===== config.mk =====
export PLATFORM = sky130hd
export DESIGN_NAME = clock_set_controller
export DESIGN_NICKNAME = d
export VERILOG_FILES = /design/src/rtl/clock_set_controller.sv
export SDC_FILE = /design/constraint.sdc
export NUM_CORES = 1
export LEC_CHECK = 0
export ABC_AREA = 1
export CAP_MARGIN = 20
export CORE_AREA = 2 2 62 64
export DETAILED_ROUTE_END_ITERATION = 8
export DIE_AREA = 0 0 64 66
export PLACE_DENSITY_LB_ADDON = 0.15
export SLEW_MARGIN = 5
export SYNTH_ARGS = -nofsm -noshare
export SYNTH_HDL_FRONTEND = slang
export SYNTH_SLANG_ARGS = --single-unit

===== constraint.sdc =====
create_clock -name clk_i -period 1.4 [get_ports clk_i]
set_clock_uncertainty 0.2 [all_clocks]
set_input_delay 0.28 -clock clk_i [delete_from_list [all_inputs] [get_ports clk_i]]
set_output_delay 0.28 -clock clk_i [all_outputs]
set_load 0.02 [all_outputs]

===== src/rtl/clock_set_controller.sv =====
// Tick generator, carry router and time-set FSM for the 7-segment clock's BCD counter chain.
// Optional ADV auto-repeat in the set states is enabled with `define CLOCK_SET_AUTO_REPEAT_EN.
module clock_set_controller #(
    parameter int unsigned TICK_DIV   = 10000000,
    parameter int unsigned HOLD_TICKS = 2
) (
    input  logic       clk_i,
    input  logic       rst_ni,
    input  logic       btn_mode_i,
    input  logic       btn_adv_i,
    input  logic       sec_ovf_i,
    input  logic       min_ovf_i,
    output logic       tick_o,
    output logic       inc_sec_o,
    output logic       inc_min_o,
    output logic       inc_hr_o,
    output logic       clr_sec_o,
    output logic [1:0] mode_o,
    output logic       sel_hr_o,
    output logic       sel_min_o,
    output logic       blink_o
);

    typedef enum logic [1:0] {
        RUN     = 2'd0,
        SET_HR  = 2'd1,
        SET_MIN = 2'd2
    } state_e;

    localparam int unsigned CNT_W = (TICK_DIV < 2) ? 1 : $clog2(TICK_DIV);

    state_e             state_q;
    state_e             state_d;
    logic [CNT_W-1:0]   pre_cnt_q;
    logic               tick_q;
    logic               mode_q;
    logic               adv_q;
    logic               clr_q;
    logic               blink_q;
    logic               inc_hr_q;
    logic               inc_min_q;

    logic               mode_rise;
    logic               adv_rise;
    logic               pre_wrap;
    logic               exit_set;
    logic               repeat_fire;
    logic               clr_d;
    logic               blink_d;
    logic               inc_hr_d;
    logic               inc_min_d;

    assign mode_rise = btn_mode_i & ~mode_q;
    assign adv_rise  = btn_adv_i & ~adv_q;
    assign pre_wrap  = (pre_cnt_q == CNT_W'(TICK_DIV - 1));
    assign exit_set  = (state_q == SET_MIN) && mode_rise;

    // Leaving SET_MIN restarts the second from zero, so a wrap landing on that
    // same cycle is dropped to keep the first tick a full period away.
    always_ff @(posedge clk_i) begin
        if (!rst_ni) begin
            pre_cnt_q <= '0;
            tick_q    <= 1'b0;
        end else if (exit_set) begin
            pre_cnt_q <= '0;
            tick_q    <= 1'b0;
        end else begin
            tick_q    <= pre_wrap;
            pre_cnt_q <= pre_wrap ? '0 : pre_cnt_q + 1'b1;
        end
    end

    always_ff @(posedge clk_i) begin
        if (!rst_ni) begin
            mode_q <= 1'b0;
            adv_q  <= 1'b0;
        end else begin
            mode_q <= btn_mode_i;
            adv_q  <= btn_adv_i;
        end
    end

`ifdef CLOCK_SET_AUTO_REPEAT_EN
    localparam int unsigned HOLD_W = (HOLD_TICKS < 1) ? 1 : $clog2(HOLD_TICKS + 1);

    logic [HOLD_W-1:0] hold_q;
    logic              hold_done;

    // The tick that brings the count up to HOLD_TICKS already repeats.
    assign hold_done   = (32'(hold_q) + 32'd1) >= HOLD_TICKS;
    assign repeat_fire = (state_q != RUN) && btn_adv_i && tick_q && hold_done;

    always_ff @(posedge clk_i) begin
        if (!rst_ni) begin
            hold_q <= '0;
        end else if (mode_rise || !btn_adv_i || (state_q == RUN)) begin
            hold_q <= '0;
        end else if (tick_q && (32'(hold_q) < HOLD_TICKS)) begin
            hold_q <= hold_q + 1'b1;
        end
    end
`else
    assign repeat_fire = 1'b0;
`endif

    always_ff @(posedge clk_i) begin
        if (!rst_ni) begin
            state_q   <= RUN;
            clr_q     <= 1'b0;
            blink_q   <= 1'b1;
            inc_hr_q  <= 1'b0;
            inc_min_q <= 1'b0;
        end else begin
            state_q   <= state_d;
            clr_q     <= clr_d;
            blink_q   <= blink_d;
            inc_hr_q  <= inc_hr_d;
            inc_min_q <= inc_min_d;
        end
    end

    // A MODE rise always takes priority, so an ADV rise in the same cycle is lost.
    always_comb begin
        state_d   = state_q;
        clr_d     = 1'b0;
        blink_d   = blink_q;
        inc_hr_d  = 1'b0;
        inc_min_d = 1'b0;
        case (state_q)
            RUN: begin
                blink_d = 1'b1;
                if (mode_rise) begin
                    state_d = SET_HR;
                end
            end
            SET_HR: begin
                if (mode_rise) begin
                    state_d = SET_MIN;
                    blink_d = 1'b1;
                end else begin
                    if (tick_q) begin
                        blink_d = ~blink_q;
                    end
                    inc_hr_d = adv_rise | repeat_fire;
                end
            end
            SET_MIN: begin
                if (mode_rise) begin
                    state_d = RUN;
                    clr_d   = 1'b1;
                    blink_d = 1'b1;
                end else begin
                    if (tick_q) begin
                        blink_d = ~blink_q;
                    end
                    inc_min_d = adv_rise | repeat_fire;
                end
            end
            default: begin
                state_d = RUN;
                blink_d = 1'b1;
            end
        endcase
    end

    // Carries pass straight through in RUN; while setting, only the set pulses reach the chain.
    always_comb begin
        tick_o    = tick_q;
        inc_sec_o = 1'b0;
        inc_min_o = inc_min_q;
        inc_hr_o  = inc_hr_q;
        if (state_q == RUN) begin
            inc_sec_o = tick_q;
            inc_min_o = sec_ovf_i;
            inc_hr_o  = min_ovf_i;
        end
        clr_sec_o = clr_q;
        mode_o    = state_q;
        sel_hr_o  = (state_q == SET_HR);
        sel_min_o = (state_q == SET_MIN);
        blink_o   = blink_q | (state_q == RUN);
    end

endmodule


Yosys cells after proc, flatten, opt, wreduce, memory -nomap -nowiden
Index checks and enable logic that the tools add are counted.

Register bits: 33. Input bits: 6. Output and inout bits: 10.

$add $sub $neg: 1. Eq/ne operators: 6. Multiplexer cells: 9. Bitwise gates (word level): 8. Reductions and logical operators: 9.

Operators with widths (count): 24-bit by 1-bit adder with 24-bit output (second input constant) (1); 24-bit == test (second input constant) (1); 2-bit two-way mux (3); 2-bit case mux with 3 select lines (1); 3-bit OR reduction (2); 1-bit two-way mux (5); 1-bit inverter (5); 2-bit by 1-bit != test with 1-bit output (second input constant) (2); 2-bit AND reduction (2); 2-bit OR reduction (2); 3-bit AND reduction (1); 1-bit bitwise AND (2); 2-bit by 1-bit == test with 1-bit output (second input constant) (1); 2-bit == test (second input constant) (1); 2-bit logical NOT (1); 2-bit != test (second input constant) (1); 1-bit logical AND (1); 1-bit OR (1).

Longest topological paths before layout
Depth after elaboration: 4. Gate-level depth with buffers: 9. Mapped depth without buffers: 9.

Least setup slack after synthesis
No wires, ideal clock.

Kind: register -> register. Start point: register state_q[0] (netlist: mode_o[0]). End point: register pre_cnt_q[22]. Arrival time: 1.454 ns. Data required time: 1.130 ns. Setup slack: -0.324 ns. Cell stages (with the launch flop): 9. Buffers on the path: 1. Cells stage by stage: dfxtp_1 inv_1 ha_1 nand2_1 nand2_1 inv_1 nand2_2 buf_6 a21oi_1.

Cells in the longest elaborated chain, start to end: 3.

RTL lines: start, declared (line 32) `state_e state_q;`; start signal, assigned (line 114) `state_q <= state_d;`; 2-bit == test; via sel_min_o (line 20) `output logic sel_min_o,`; 1-bit logical AND (line 56) `assign exit_set = (state_q == SET_MIN) && mode_rise;`; 3-bit OR reduction (no source line); end signal, assigned (line 69) `pre_cnt_q <= pre_wrap ? '0 : pre_cnt_q + 1'b1;`; end, declared (line 34) `logic [CNT_W-1:0] pre_cnt_q;`.

The timed path passes the listed nets, and every way through them passes these cells. A chain may end at the register's enable or synchronous reset.

Final worst setup path
Start point: register state_q[1] (netlist: mode_o[1]). End point: output port blink_o.

Cells in the longest elaborated chain, start to end: 2.

RTL lines: 2-bit logical NOT (line 181) `blink_o = blink_q | (state_q == RUN);`; 1-bit OR (line 181); end, declared (line 21) `output logic blink_o`.

Every way passes these cells.

==> run summary <==
GRT
--------------------------------------------------------------------------------------------------
Maximum number of pins on one net before global-route repair                                    10
Vias in the first global route                                                               1,646
Remaining global-route overflow                                                                  0
Antenna violations before repair                                                                 0
Global-route wire length before repair                                                     7370 um
Overall fraction of global-route tracks in use                                               23.1%

SYNTH
--------------------------------------------------------------------------------------------------
Syn_nets                                                                                       255
#FFs+latches synth                                                                              33
Netlist Area Pre-Place                                                                0.00175 sq mm
Post-synth EDFFs                                                                                 0
Fraction of synthesis flops using an asynchronous set or reset pin                              0%
Primary flip-flop cell chosen by synthesis mapping                                    sky130_fd_sc_hd__dfxtp_1
Sequential-to-total area share from yosys stat                                               37.7%
Post-synthesis average cell area                                                        7.18 sq um
Synth cell types                                                                                28
Yosys Warn Count                                                                                 0
Count of mapped cells out of synthesis                                                         244

STA
--------------------------------------------------------------------------------------------------
Final worst path period need                                                               1750 ps
Final clock period utilization by the worst path                                              125%
Worst Hold Margin                                                                           301 ps
Final Hold Vio Count                                                                             0
Aggregate negative setup slack                                                            -8710 ps
RSZ-0062 raised after global routing                                                           yes
Maximum operating frequency                                                                572 MHz
Worst Max-Slew Pin Slew                                                                     277 ps
Max-slew violation total from the final report                                                   0
Min setup slack post-route                                                                 -349 ps
Slew HR                                                                                      81.4%
# setup viols final                                                                             36

CELLS AND AREA
--------------------------------------------------------------------------------------------------
# nets final                                                                                   325
Final cell count without fillers                                                               363
Layout cell share with drive strength beyond 1                                               46.0%
Area growth, synth to finish                                                                 58.4%
Antenna diode instance count                                                                     0
Post-layout util                                                                             78.1%
Final design instance area without fill                                               0.00277 sq mm

DIE
--------------------------------------------------------------------------------------------------
Placeable Area                                                                        0.00355 sq mm
Rows                                                                                            22
Count of pins on the block boundary                                                             16
Horiz. Die Dim                                                                               64 um
Die Height                                                                                   66 um
Die area                                                                              0.00422 sq mm
Initial Utilization                                                                          49.3%

PLACED DESIGN
--------------------------------------------------------------------------------------------------
IO Port Bufs                                                                                    15
Weighted congestion at the end of routability-driven global placement                        0.795
Post-Place Cells                                                                               346
Area of placed instances                                                              0.00234 sq mm
Half-perimeter wire length after detailed placement                                        2830 um
Worst slack, placed                                                                        -524 ps

CTS
--------------------------------------------------------------------------------------------------
Clock latency on the worst-skew pair                                                        340 ps
CTS root buffer                                                                       sky130_fd_sc_hd__clkbuf_4
TritonCTS clock tree                                                                          done
Clock buffers created by TritonCTS                                                               5
Maximum clock insertion buffer count                                                             2
Total clock sinks                                                                               33
H-Tree Depth                                                                                     2
Clock transition time at the flip-flop clock pins of the worst setup and hold paths          90 ps

SETUP PATH
--------------------------------------------------------------------------------------------------
Worst-path cell with the longest stage delay                                          sky130_fd_sc_hd__dfxtp_4
Nature of the critical path startpoint                                                        flop
Delay of the slowest cell on the worst path                                                 370 ps
Arrival time reported for the critical path endpoint                                       1270 ps
Worst Path Class, Setup                                                               flop to output port
Highest fanout seen on the critical path                                                         6
Critical Path RT                                                                            920 ps
CP endpoint kind                                                                       output port
Buffering stage count on the worst path with inverters included                                  2
Cell Chain, Critical Path                                                             inv_4 -> ha_4 -> or2_4 -> buf_6
Delay-heaviest family, CP                                                               flip-flops

ROUTING
--------------------------------------------------------------------------------------------------
Post-route DRC                                                                                   0
DRC marker count from the first detailed-route iteration                                       107
TritonRoute pass-1 iters                                                                         4
Total wire length                                                                          4520 um
ANT nets after route                                                                             0
Routed length per instance                                                                 12.5 um
Via density per instance                                                                      4.79
Vias                                                                                         1,737

POWER
--------------------------------------------------------------------------------------------------
Power density over cell area                                                           798 mW/mm^2
Total power                                                                                2.21 mW
Leakage                                                                                    1.12 nW
Worst supply voltage drop on vdd                                                            499 uV

OUTCOME
--------------------------------------------------------------------------------------------------
Outcome                                                                               finished, violations left
Failing checks                                                                        negative setup slack

MIN PATH
--------------------------------------------------------------------------------------------------
Type of the worst min-delay path                                                      flop to flop

FLOW RUN
--------------------------------------------------------------------------------------------------
Number of maximum-capacitance violations                                                         0

==> where the power goes <==
group / total [mW] / internal [mW] / switching, mW / leakage, nW
Clock: 0.518 / 0.200 / 0.318 / 0.0265
Sequential: 0.995 / 0.969 / 0.0252 / 0.271
Combinational: 0.702 / 0.362 / 0.340 / 0.823
Total: 2.21 / 1.53 / 0.683 / 1.12
==> cells in the final DEF, fill, tap and decap left out, types with 4 or more instances in the layout <==
master,instances
sky130_fd_sc_hd__inv_2,5
sky130_fd_sc_hd__dfxtp_1,26
sky130_fd_sc_hd__nand2_4,4
sky130_fd_sc_hd__nor2_4,21
sky130_fd_sc_hd__inv_1,25
sky130_fd_sc_hd__xnor2_1,5
sky130_fd_sc_hd__dfxtp_2,4
sky130_fd_sc_hd__inv_4,5
sky130_fd_sc_hd__buf_4,38
sky130_fd_sc_hd__nor2_1,22
sky130_fd_sc_hd__nand2_2,9
sky130_fd_sc_hd__clkdlybuf4s50_1,5
sky130_fd_sc_hd__nand2_1,54
sky130_fd_sc_hd__ha_4,4
sky130_fd_sc_hd__a21oi_2,4
sky130_fd_sc_hd__buf_6,16
sky130_fd_sc_hd__nor2_2,8
sky130_fd_sc_hd__clkbuf_4,5
sky130_fd_sc_hd__nand3_1,13
sky130_fd_sc_hd__xor2_1,6
==> area by class of cell <==
cell class                      count  area, sq um
Timing Repair Buffer               65          613
Multi-Input combinational cell    174         1230
Fill cell                         229          777
Tap cell                           48         60.1
Inverter                           35          144
Clock buffer                        8         48.8
Sequential cell                    33          677
==> routing by layer <==
layer | vias up | wire, um | track usage (%)
met2 | 29 | 2250 | 37.1
met5 | - | 0 | 0
met4 | 0 | 60 | 11.1
li1 | 884 | - | -
met1 | 819 | 2050 | 29.7
met3 | 5 | 170 | 4.77
==> Yosys cell counts, types with 5 or more instances <==
library cell              instances  area [sq um]
sky130_fd_sc_hd__nand2_1         61           229
sky130_fd_sc_hd__nor2_1          37           139
sky130_fd_sc_hd__inv_1           34           128
sky130_fd_sc_hd__dfxtp_1         33           661
sky130_fd_sc_hd__nand3_1         15          75.1
sky130_fd_sc_hd__nor2_2           8          50.1
sky130_fd_sc_hd__xor2_1           7          61.3
sky130_fd_sc_hd__nand2_2          6          37.5
sky130_fd_sc_hd__nor2_4           6          67.6
sky130_fd_sc_hd__a21oi_1          5          25.0
sky130_fd_sc_hd__ha_1             5          62.6
sky130_fd_sc_hd__xnor2_1          5          43.8
==> logic make-up (layout without fill, tap and decap cells) <==
group | after synthesis | after routing | synth area share, %
flops | 33 | 33 | 37.7
simple gates | 146 | 146 | 40.1
compound gates | 11 | 11 | 3.86
buf+inv | 37 | 108 | 8.79
xor+xnor | 12 | 12 | 6.00
fa+ha+maj | 5 | 5 | 3.57
==> sequential cells by signal (all words and copies together), names as in the netlist <==
| register | flops |
|---|---|
| clr_sec_o | 1 |
| adv_q | 1 |
| mode_o | 2 |
| inc_hr_q | 1 |
| mode_q | 1 |
| inc_min_q | 1 |
| tick_o | 1 |
| blink_q | 1 |
| pre_cnt_q | 24 |
==> final timing paths <==
check,slack [ps],cells after the start,to,start
hold reg to reg,300,2,blink_q,tick_o
setup reg to reg,-300,10,pre_cnt_q[22],mode_o[1]
hold / removal,300,2,blink_q,tick_o
setup / recovery,-350,4,blink_o,mode_o[1]
==> timing repair <==
item | in CTS | in global routing
cloned | 2 | 0
hold buffers | 0 | 0
setup endpoints to repair | 38 | 40
resized for setup | 93 | 44
pin swaps | 13 | 14
buffers inserted | 4 | 5
==> worst min-delay path, delay by kind of cell (launching register included) <==
family / cells / cell delay [ps]
xor+xnor: 1 / 60
flops: 1 / 360
simple gates: 1 / 60
(Power assumes the default switching activity.)
